--- src/rtl/i2c_master_scheduler.sv ---
// Round-robin scheduler sharing one I2C master among NUM_REQ one-byte clients.
// Grants a request, runs the master handshake, enforces an idle gap and reports status.
module i2c_master_scheduler #(
    parameter int NUM_REQ        = 2,
    parameter int GAP_CYCLES     = 16,
    parameter int TIMEOUT_CYCLES = 4096
) (
    input  logic                 clock,
    input  logic                 reset,
    input  logic [NUM_REQ-1:0]   req_valid,
    input  logic [NUM_REQ-1:0]   req_rw,
    input  logic [7*NUM_REQ-1:0] req_addr,
    input  logic [8*NUM_REQ-1:0] req_wdata,
    output logic [NUM_REQ-1:0]   rsp_valid,
    output logic                 rsp_error,
    output logic [7:0]           rsp_rdata,
    output logic                 busy,
    output logic [6:0]           m_address,
    output logic                 m_enable,
    output logic                 m_rw,
    output logic [7:0]           m_tx_data,
    input  logic                 m_ack,
    input  logic                 m_nack,
    input  logic                 m_ready,
    input  logic [7:0]           m_rx_data
);
    localparam int IDX_W = $clog2(NUM_REQ);
    localparam int GAP_W = $clog2(GAP_CYCLES + 1);
    localparam int TO_W  = $clog2(TIMEOUT_CYCLES + 1);

    localparam logic [IDX_W-1:0] PTR_INIT = IDX_W'(NUM_REQ - 1);
    localparam logic [GAP_W-1:0] GAP_LAST = GAP_W'(GAP_CYCLES - 1);
    localparam logic [TO_W-1:0]  TO_LAST  = TO_W'(TIMEOUT_CYCLES - 1);

    localparam logic [2:0] S_IDLE      = 3'd0;
    localparam logic [2:0] S_LAUNCH    = 3'd1;
    localparam logic [2:0] S_XFER      = 3'd2;
    localparam logic [2:0] S_ACK_HI    = 3'd3;
    localparam logic [2:0] S_STOP_WAIT = 3'd4;
    localparam logic [2:0] S_RESP      = 3'd5;
    localparam logic [2:0] S_GAP       = 3'd6;

    logic [2:0]       state;
    logic [IDX_W-1:0] rr_ptr;
    logic [IDX_W-1:0] grant;
    logic [IDX_W-1:0] next_grant;
    logic [IDX_W-1:0] cand;
    logic             any_req;
    logic             err_flag;
    logic [GAP_W-1:0] gap_cnt;
    logic [TO_W-1:0]  to_cnt;

    // Scan downward so the nearest requester after the pointer is the last one written.
    always_comb begin
        any_req    = 1'b0;
        next_grant = rr_ptr;
        cand       = '0;
        for (int off = NUM_REQ; off >= 1; off--) begin
            cand = IDX_W'((int'(rr_ptr) + off) % NUM_REQ);
            if (req_valid[cand]) begin
                any_req    = 1'b1;
                next_grant = cand;
            end
        end
    end

    always_comb begin
        rsp_valid = '0;
        if (state == S_RESP) begin
            rsp_valid[grant] = 1'b1;
        end
    end

    assign busy = (state != S_IDLE);

    always_ff @(posedge clock or negedge reset) begin
        if (!reset) begin
            state     <= S_IDLE;
            rr_ptr    <= PTR_INIT;
            grant     <= '0;
            m_address <= '0;
            m_rw      <= 1'b0;
            m_tx_data <= '0;
            m_enable  <= 1'b0;
            err_flag  <= 1'b0;
            rsp_error <= 1'b0;
            rsp_rdata <= '0;
            gap_cnt   <= '0;
            to_cnt    <= '0;
        end else begin
            case (state)
                S_IDLE: begin
                    if (any_req) begin
                        grant     <= next_grant;
                        rr_ptr    <= next_grant;
                        m_address <= req_addr[7*int'(next_grant) +: 7];
                        m_rw      <= req_rw[next_grant];
                        m_tx_data <= req_wdata[8*int'(next_grant) +: 8];
                        state     <= S_LAUNCH;
                    end
                end
                S_LAUNCH: begin
                    if (m_ready) begin
                        m_enable <= 1'b1;
                        to_cnt   <= '0;
                        state    <= S_XFER;
                    end
                end
                S_XFER, S_ACK_HI, S_STOP_WAIT: begin
                    to_cnt <= to_cnt + 1'b1;
                    // Timeout beats everything, then nack beats ack.
                    if (to_cnt == TO_LAST) begin
                        m_enable  <= 1'b0;
                        err_flag  <= 1'b1;
                        rsp_error <= 1'b1;
                        rsp_rdata <= '0;
                        state     <= S_RESP;
                    end else if (state == S_STOP_WAIT) begin
                        if (m_ready) begin
                            rsp_error <= err_flag | m_nack;
                            rsp_rdata <= (m_rw && !(err_flag || m_nack)) ? m_rx_data : '0;
                            state     <= S_RESP;
                        end else if (m_nack) begin
                            err_flag <= 1'b1;
                        end
                    end else if (m_nack) begin
                        m_enable <= 1'b0;
                        err_flag <= 1'b1;
                        state    <= S_STOP_WAIT;
                    end else if (state == S_XFER && m_ack) begin
                        state <= S_ACK_HI;
                    end else if (state == S_ACK_HI && !m_ack) begin
                        m_enable <= 1'b0;
                        state    <= S_STOP_WAIT;
                    end
                end
                S_RESP: begin
                    err_flag <= 1'b0;
                    gap_cnt  <= '0;
                    state    <= S_GAP;
                end
                S_GAP: begin
                    if (gap_cnt == GAP_LAST) begin
                        state <= S_IDLE;
                    end else begin
                        gap_cnt <= gap_cnt + 1'b1;
                    end
                end
                default: begin
                    state <= S_IDLE;
                end
            endcase
        end
    end
endmodule

--- config.mk ---
export PLATFORM = sky130hd
export DESIGN_NAME = i2c_master_scheduler
export DESIGN_NICKNAME = d
export VERILOG_FILES = /design/src/rtl/i2c_master_scheduler.sv
export SDC_FILE = /design/constraint.sdc
export NUM_CORES = 1
export LEC_CHECK = 0
export CORE_UTILIZATION = 25
export CTS_CLUSTER_SIZE = 24
export DETAILED_ROUTE_END_ITERATION = 7
export PLACE_DENSITY = 0.45
export REMOVE_ABC_BUFFERS = 1
export SKIP_CTS_REPAIR_TIMING = 1
export SYNTH_ARGS = -nofsm -noshare
export SYNTH_HDL_FRONTEND = slang
export SYNTH_SLANG_ARGS = --single-unit
--- constraint.sdc ---
create_clock -name clock -period 2.25 [get_ports clock]
set_input_delay 0.45 -clock clock [delete_from_list [all_inputs] [get_ports clock]]
set_output_delay 0.45 -clock clock [all_outputs]
set_load 0.01 [all_outputs]
# After elaboration in Yosys (flattened, before gate mapping)
# Index checks and enable logic that the tools add are counted.
# W data, S select, Z words.
# word_totals
word_cells	111
ff_bits	50
out_inout_bits	29
# op_classes
bitwise_logic	1
n_reduce_logical	22
order_cmp	5
n_eq_ne	18
muxes	46
shift	2
mul	1
add_sub_neg	4
# ops
operator	n
$mux W8	4
$mux W3	9
$pmux W13 S2	1
$mux W1	24
$ne A4 B4 Y1 const B	4
$shiftx A16 B5 Y8	1
$pmux W3 S5	1
$shiftx A14 B5 Y7	1
$add A13 B1 Y13 const B	1
$eq A13 B12 Y1 const B	1
$mux W13	1
$pmux W5 S2	1
$reduce_and A5 Y1	2
$reduce_bool A2 Y1	5
$eq A3 B3 Y1 const B	3
$lt A1 B2 Y1 const B	4
$ne A2 B2 Y1 const B	4
$reduce_and A2 Y1	4
$eq A3 B2 Y1 const B	2
$ne A6 B6 Y1 const B	1
$add A5 B1 Y5 const B	1
$eq A5 B4 Y1 const B	1
$mux W5	1
$logic_and A1 B1 Y1	4
15 further kinds	18

# Logic depth before layout (Yosys ltp)
# Gate-level depths: netlist (run 1).
# depth
depth_word	8
ltp_mapped	7

# Least setup slack after synthesis (run 1)
# Ideal clock, no wire load.
# synth_path
kind	reg-to-reg
startpoint	register state[1]
endpoint	register grant
arrival_ns	1.618
n_path_buf	3
path_stages_with_launch	8
setup_ns	0.140
setup_slack_ns	0.492
t_required_ns	2.110
period_less_slack_ns	1.758
path_cell_list	dfrtp_1 > buf_6 > or3_1 > or2_1 > clkbuf_1 > clkbuf_1 > nand2_1 > o21ai_1
# synth_between
elab_chain_len	2
# synth_lines
element	line_no	rtl
start, declared	43	logic [2:0] state;
start signal, assigned	78	state <= S_IDLE;
start signal, assigned	99	state <= S_LAUNCH;
start signal, assigned	106	state <= S_XFER;
$logic_not A3 Y1	91	case (state)
$reduce_and A2 Y1 (no line)	n/a	
end signal, assigned	94	grant <= next_grant;
end, declared	45	logic [IDX_W-1:0] grant;
# No other way between the ends.
# A chain may end at the register's enable or synchronous reset.

# Worst setup path in the final report (run 1)
# layout_path
startpoint	register state[2]
endpoint	output port busy
# layout_between
elab_chain_len	1
# layout_lines
element	line_no	rtl
$reduce_bool A3 Y1	74	assign busy = (state != S_IDLE);
end, declared	17	output logic busy,
# No other way between the ends.

==> results.yml, run 1 <==
floorplan:
  row_count: 36
  core_sq_mm: 0.009910
  die-area_sq_mm: 0.01076
  die_y_um: 103.7
  num_io_pins: 76
  dieWidth_um: 103.7
  initial_core_util_pct: 26.11
setup_path:
  cp-start-kind: "flop"
  crit_fanout: 10
  cp.arrival_ns: 1.67
  critPathCaptureType: "output port"
  criticalPathCategory: "reg2out"
  cp.required_ns: 1.80
  rrSetupSlack_ns: 0.28
  r2r_cells: 5
cts:
  worstSkewPairLatency_ns: 0.31
  cts_sinks: 50
  cts_tree: "yes"
  numCtsBuffers: 5
  clk_pin_slew_ns: 0.10
  cts_buffer_depth: 2
  root_buffer: "clkbuf_8"
  htreeDepth: 2
finish:
  num_antenna_cells: 0
  area.growth.synth_to_final_pct: 40.18
  final_cell_area_sq_mm: 0.003627
  nets: 397
  final_cells: 481
  drive_above_1_share_pct: 8.908
place:
  hpwlAfterDp_um: 4948
  dpl_cell_area_sq_mm: 0.003533
  pre_cts_ws_ns: 0.1518
  portBuffers: 75
  place.gp.congestion: 0.7442
  place_inst: 473
global_routing:
  grt_pass1_wl_um: 11610
  grt_use_total_pct: 13.37
  grt.overflow.total: 0
  antenna_found_initial: 0
  grt_max_degree: 37
  grt_pass1_vias: 2271
power:
  peakVddDrop_v: 0.0004326
  swShare_pct: 39.55
  intPower_mw: 2.548
  pwr_density_cell_mw_per_mm2: 1162
  power.leakage_nw: 1.492
  p_comb_share_pct: 48.7
  netSwitchingPower_mw: 1.667
  seq_power_share_pct: 38.5
  clockPowerShare_pct: 12.9
  totalPowerFinal_mw: 4.214
detailed_routing:
  vias: 2219
  drc: 0
  ant_nets: 0
  wirelength_um: 6738
  route.met2.wl_um: 3162
  met1_length_um: 3161
  top_layer_used: "met4"
  drt_iter0_drc: 82
  post_drt_via_cell_ratio: 4.613
  wl_met3_um: 333
  drtPass1Iterations: 4
  post_drt_wl_per_cell_um: 14.01
sta:
  maxSlewHeadroom_pct: 56.14
  whs_ns: 0.1407
  min_period_over_period_pct: 94.03
  tightest_slew_ns: 0.6534
  setup_viol: 0
  fmax_ghz: 0.4727
  worst_clock_skew_ns: 0.008234
  slew_violations: 0
  hold_violations: 0
  rsz0062_at_grt: "no"
  fin_ws_ns: 0.1344
  fin_crit_ns: 2.116
outcome:
  status: "finished, final reports clean"
synthesis:
  ys_warn_count: 0
  ys_seq_elements: 50
  seq_area_frac_synth_pct: 48.40
  synthesis.area_sq_mm: 0.002587
  synthDistinctLibCells: 47
  ys.flop_type: "dfrtp_1"
  syn_inst: 267
  syn_avg_cell_area_sq_um: 9.691
  synth-edff-count: 0
  async_reset_ff_share_pct: 100.0
min_path:
  hold_path_class: "in2async"
flow_run:
  maxCapViolations: 0
==> registers in the layout, summed over array words and instances, names as in the netlist, 3 cells and up <==
register	count
m_address	7
m_tx_data	8
to_cnt	13
gap_cnt	5
rsp_rdata	8
state	3
==> cell usage after synthesis, drive strengths merged, types with 2 or more instances <==
| cell type | n | area (sq um) |
|---|---|---|
| a22o | 12 | 105.1 |
| nor2 | 10 | 37.54 |
| or4 | 6 | 45.04 |
| nand4 | 2 | 12.51 |
| o21ai | 36 | 180.2 |
| a21oi | 14 | 70.07 |
| buf | 4 | 31.27 |
| o31ai | 5 | 37.54 |
| o22ai | 3 | 18.77 |
| nand4b | 3 | 26.28 |
| clkbuf | 9 | 33.78 |
| mux2i | 17 | 170.2 |
| nand3 | 7 | 35.03 |
| nand2b | 6 | 37.54 |
| nor4 | 4 | 37.53 |
| and3 | 4 | 25.02 |
| ha | 3 | 37.54 |
| or3 | 3 | 18.77 |
| a21boi | 2 | 15.01 |
| nor3 | 4 | 20.02 |
| dfrtp | 49 | 1226 |
| nor2b | 3 | 18.77 |
| xnor2 | 3 | 26.28 |
| inv | 5 | 18.77 |
| nand2 | 34 | 127.6 |
| or2 | 3 | 18.77 |
==> placed cells by master, fill, tap and decap left out, types with 3 or more instances in the layout <==
| master | synthesis | layout |
|---|---|---|
| clkdlybuf4s50_1 | 0 | 74 |
| dfrtp_1 | 49 | 48 |
| nand2_1 | 34 | 34 |
| o21ai_1 | 22 | 22 |
| mux2i_1 | 17 | 17 |
| a21oi_1 | 14 | 14 |
| o21ai_0 | 14 | 13 |
| a22o_1 | 12 | 12 |
| nor2_1 | 10 | 10 |
| buf_4 | 0 | 10 |
| nand3_1 | 7 | 7 |
| or4_1 | 6 | 6 |
| nand2b_1 | 6 | 6 |
| inv_1 | 5 | 5 |
| o31ai_1 | 5 | 5 |
| clkbuf_8 | 0 | 5 |
| and3_1 | 4 | 4 |
| nor3_1 | 4 | 4 |
| or3_1 | 3 | 3 |
| nand4b_1 | 3 | 3 |
| o22ai_1 | 3 | 3 |
| xnor2_1 | 3 | 3 |
| ha_1 | 3 | 3 |
==> final timing paths <==
path	start	endpoint
setup / recovery	state[2]$_DFFE_PN0P_	busy
hold / removal	reset	m_tx_data[5]$_DFFE_PN0P_
setup reg to reg	to_cnt[0]$_DFFE_PN0P_	rsp_rdata[2]$_DFFE_PN0P_
hold reg to reg	rr_ptr$_DFFE_PN1P_	rr_ptr$_DFFE_PN1P_
max in group asynchronous	reset	rr_ptr$_DFFE_PN1P_
min in group clock	rr_ptr$_DFFE_PN1P_	rr_ptr$_DFFE_PN1P_
==> layer usage <==
metal	track usage (%)	vias to the layer above
li1	-	1135
met1	17.50	1032
met2	21.52	46
met3	3.272	6
met4	4.490	0
met5	0	-
==> worst max-delay path, cell delays in order (launching register included) <==
cell,delay [ns]
dfrtp_1,0.49
or3_1,0.36
clkdlybuf4s50_1,0.51
==> power by group through the flow <==
stage	registers [mW]	logic [mW]	clock network (mW)
final	1.62	2.05	0.542
after global routing	1.70	2.30	0.598
after CTS	1.62	2.08	0.570
after detailed placement	1.63	2.08	0
after global placement	1.63	2.07	0
after floorplan	1.71	1.03	0
==> kinds of logic after synthesis <==
kind of cell	Yosys count	share of synthesized area (%)
AO/OA/AOI/OAI	79	18.91
XOR/XNOR	3	1.016
adder cells (fa/ha/maj)	4	1.838
buffers and inverters	19	3.384
multiplexers	18	7.011
flip-flops	50	48.40
AND/OR/NAND/NOR	94	19.44
==> stage by stage <==
stage / util (%) / TNS [ns]
2_1_floorplan: - / -8.379
3_3_place_gp: 35.66 / 0
3_5_place_dp: 35.66 / 0
4_1_cts: 36.57 / 0
5_1_grt: 36.60 / 0
6_report: 36.60 / 0
==> cell type report <==
cell class	count	area, sq um
Fill cell	1034	6282
Clock inverter	3	21.27
Tap cell	133	166.4
Sequential cell	50	1254
Inverter	6	22.52
Clock buffer	5	68.82
Multi-Input combinational cell	198	1254
Timing Repair Buffer	86	840.8
Note: power is estimated with default switching activity, not from simulation.
==> run 2, diff against run 1 <==
--- a/config.mk
+++ b/config.mk
@@ -10,7 +10,7 @@
 export DETAILED_ROUTE_END_ITERATION = 7
 export PLACE_DENSITY = 0.45
 export REMOVE_ABC_BUFFERS = 1
-export SKIP_CTS_REPAIR_TIMING = 1
+export SETUP_SLACK_MARGIN = 0.3
 export SYNTH_ARGS = -nofsm -noshare
 export SYNTH_HDL_FRONTEND = slang
 export SYNTH_SLANG_ARGS = --single-unit
==> results.yml, run 2 (synthesis results as in run 1) <==
place:
  portBuffers: 75
  pre_cts_ws_ns: 0.1518
  hpwlAfterDp_um: 4948
  place.gp.congestion: 0.7442
  place_inst: 473
  dpl_cell_area_sq_mm: 0.003533
finish:
  drive_above_1_share_pct: 9.770
  layout_commonest_cell: "clkdlybuf4s50_1"
  area.growth.synth_to_final_pct: 41.20
  top_register: "to_cnt"
  fillCellCount: 1034
  nets: 397
  final_cell_area_sq_mm: 0.003654
  finish.utilization_pct: 36.87
  final_cell_mix: "clkdlybuf4s50_1, dfrtp_1, nand2_1"
  largest_reg_flops: 13
  num_antenna_cells: 0
  final_cells: 481
  largestRegisters: "to_cnt: 13 flops, m_tx_data: 8 flops, rsp_rdata: 8 flops"
cts:
  htreeDepth: 2
  post_cts_buffers: 0
  cts_buffer_depth: 2
  cts_tree: "yes"
  root_buffer: "clkbuf_8"
  cts_sinks: 50
  numCtsBuffers: 5
  clk_pin_slew_ns: 0.10
  worstSkewPairLatency_ns: 0.31
sta:
  slew_violations: 0
  maxSlewHeadroom_pct: 60.36
  fin_ws_ns: 0.3803
  setup_viol: 0
  fmax_ghz: 0.5349
  min_period_over_period_pct: 83.10
  worst_clock_skew_ns: 0.008299
  tightest_slew_ns: 0.5946
  rsz0062_at_grt: "yes"
  hold_violations: 0
  fin_crit_ns: 1.870
global_routing:
  grt_pass1_vias: 2271
  grt_pass1_wl_um: 11610
  antenna_found_initial: 0
  grt_max_degree: 37
  grt.overflow.total: 0
  grt_use_total_pct: 13.37
power:
  power.leakage_nw: 1.533
  peakVddDrop_v: 0.0004332
  pwr_density_cell_mw_per_mm2: 1159
  totalPowerFinal_mw: 4.234
floorplan:
  initial_core_util_pct: 26.11
  dieWidth_um: 103.7
  row_count: 36
  die_y_um: 103.7
  die-area_sq_mm: 0.01076
  num_io_pins: 76
  core_sq_mm: 0.009910
detailed_routing:
  ant_nets: 0
  drtPass1Iterations: 6
  wirelength_um: 6753
  vias: 2224
  post_drt_via_cell_ratio: 4.624
  drc: 0
  drt_iter0_drc: 105
  post_drt_wl_per_cell_um: 14.04
setup_path:
  cp_num_buf_inv: 0
  critPathTopFamily: "simple AND/OR/NAND/NOR gates"
  criticalPathCategory: "reg2reg"
  crit_fanout: 5
  slowest_delay_ns: 0.62
  cp_cell_sequence: "ha_1 -> nand4_1 -> or4_1 -> a31oi_1 -> o21ai_1"
  cp-start-kind: "flop"
  cp.required_ns: 2.44
  critPathSlowestCell: "or4_1"
  critPathCaptureType: "flop"
  cp.arrival_ns: 2.06
flow_run:
  maxCapViolations: 0
outcome:
  status: "finished, final reports clean"
min_path:
  hold_path_class: "in2async"
run 2: cell type report:
cell class | count | area, sq um | area share (%)
Clock buffer | 5 | 68.82 | 1.884
Tap cell | 133 | 166.4 | 4.555
Inverter | 6 | 22.52 | 0.6164
Timing Repair Buffer | 86 | 842.1 | 23.05
Clock inverter | 3 | 21.27 | 0.5822
Sequential cell | 50 | 1255 | 34.35
Multi-Input combinational cell | 198 | 1277 | 34.97
run 2: path summary, 6_finish.rpt:
check                                 startpoint  cells after the start  slack (ns)                  endpoint
setup / recovery           to_cnt[0]$_DFFE_PN0P_                      5        0.38      state[1]$_DFFE_PN0P_
hold / removal                             reset                      1        0.14  m_tx_data[5]$_DFFE_PN0P_
setup reg to reg           to_cnt[0]$_DFFE_PN0P_                      5        0.38      state[1]$_DFFE_PN0P_
hold reg to reg               rr_ptr$_DFFE_PN1P_                      2        0.49        rr_ptr$_DFFE_PN1P_
max in group asynchronous                  reset                      2        1.48        rr_ptr$_DFFE_PN1P_
min in group clock            rr_ptr$_DFFE_PN1P_                      2        0.49        rr_ptr$_DFFE_PN1P_
run 2: per-stage QoR:
| step | setup TNS, ns | hold WS (ns) |
|---|---|---|
| after global placement | 0 | 0.4675 |
| after floorplan | -8.379 | 0.1544 |
| after global routing | 0 | 0.1762 |
| final | 0 | 0.1388 |
| after detailed placement | 0 | 0.4753 |
| after CTS | 0 | 0.1608 |
run 2: what timing repair did:
action                                  4_1_cts  5_1_grt
hold buffers                                  0        0
gates resized for setup                       6        5
endpoints found under the setup margin       12       13
pin swaps                                     0        1
run 2: power breakdown:
part           internal [mW]  leakage [nW]  switching (mW)
combinational           1.04         0.851            1.03
clock                  0.219        0.0441           0.324
sequential              1.30         0.638           0.329
total                   2.56          1.53            1.68
run 2: metal layers:
metal	part of all wire [%]	wire length, um	GRT usage, %	up-vias
met5	0	0	0	-
met3	5.2	353	3.272	6
met4	1.2	82	4.490	0
li1	-	-	-	1136
met2	47	3183	21.52	52
met1	46	3133	17.50	1030
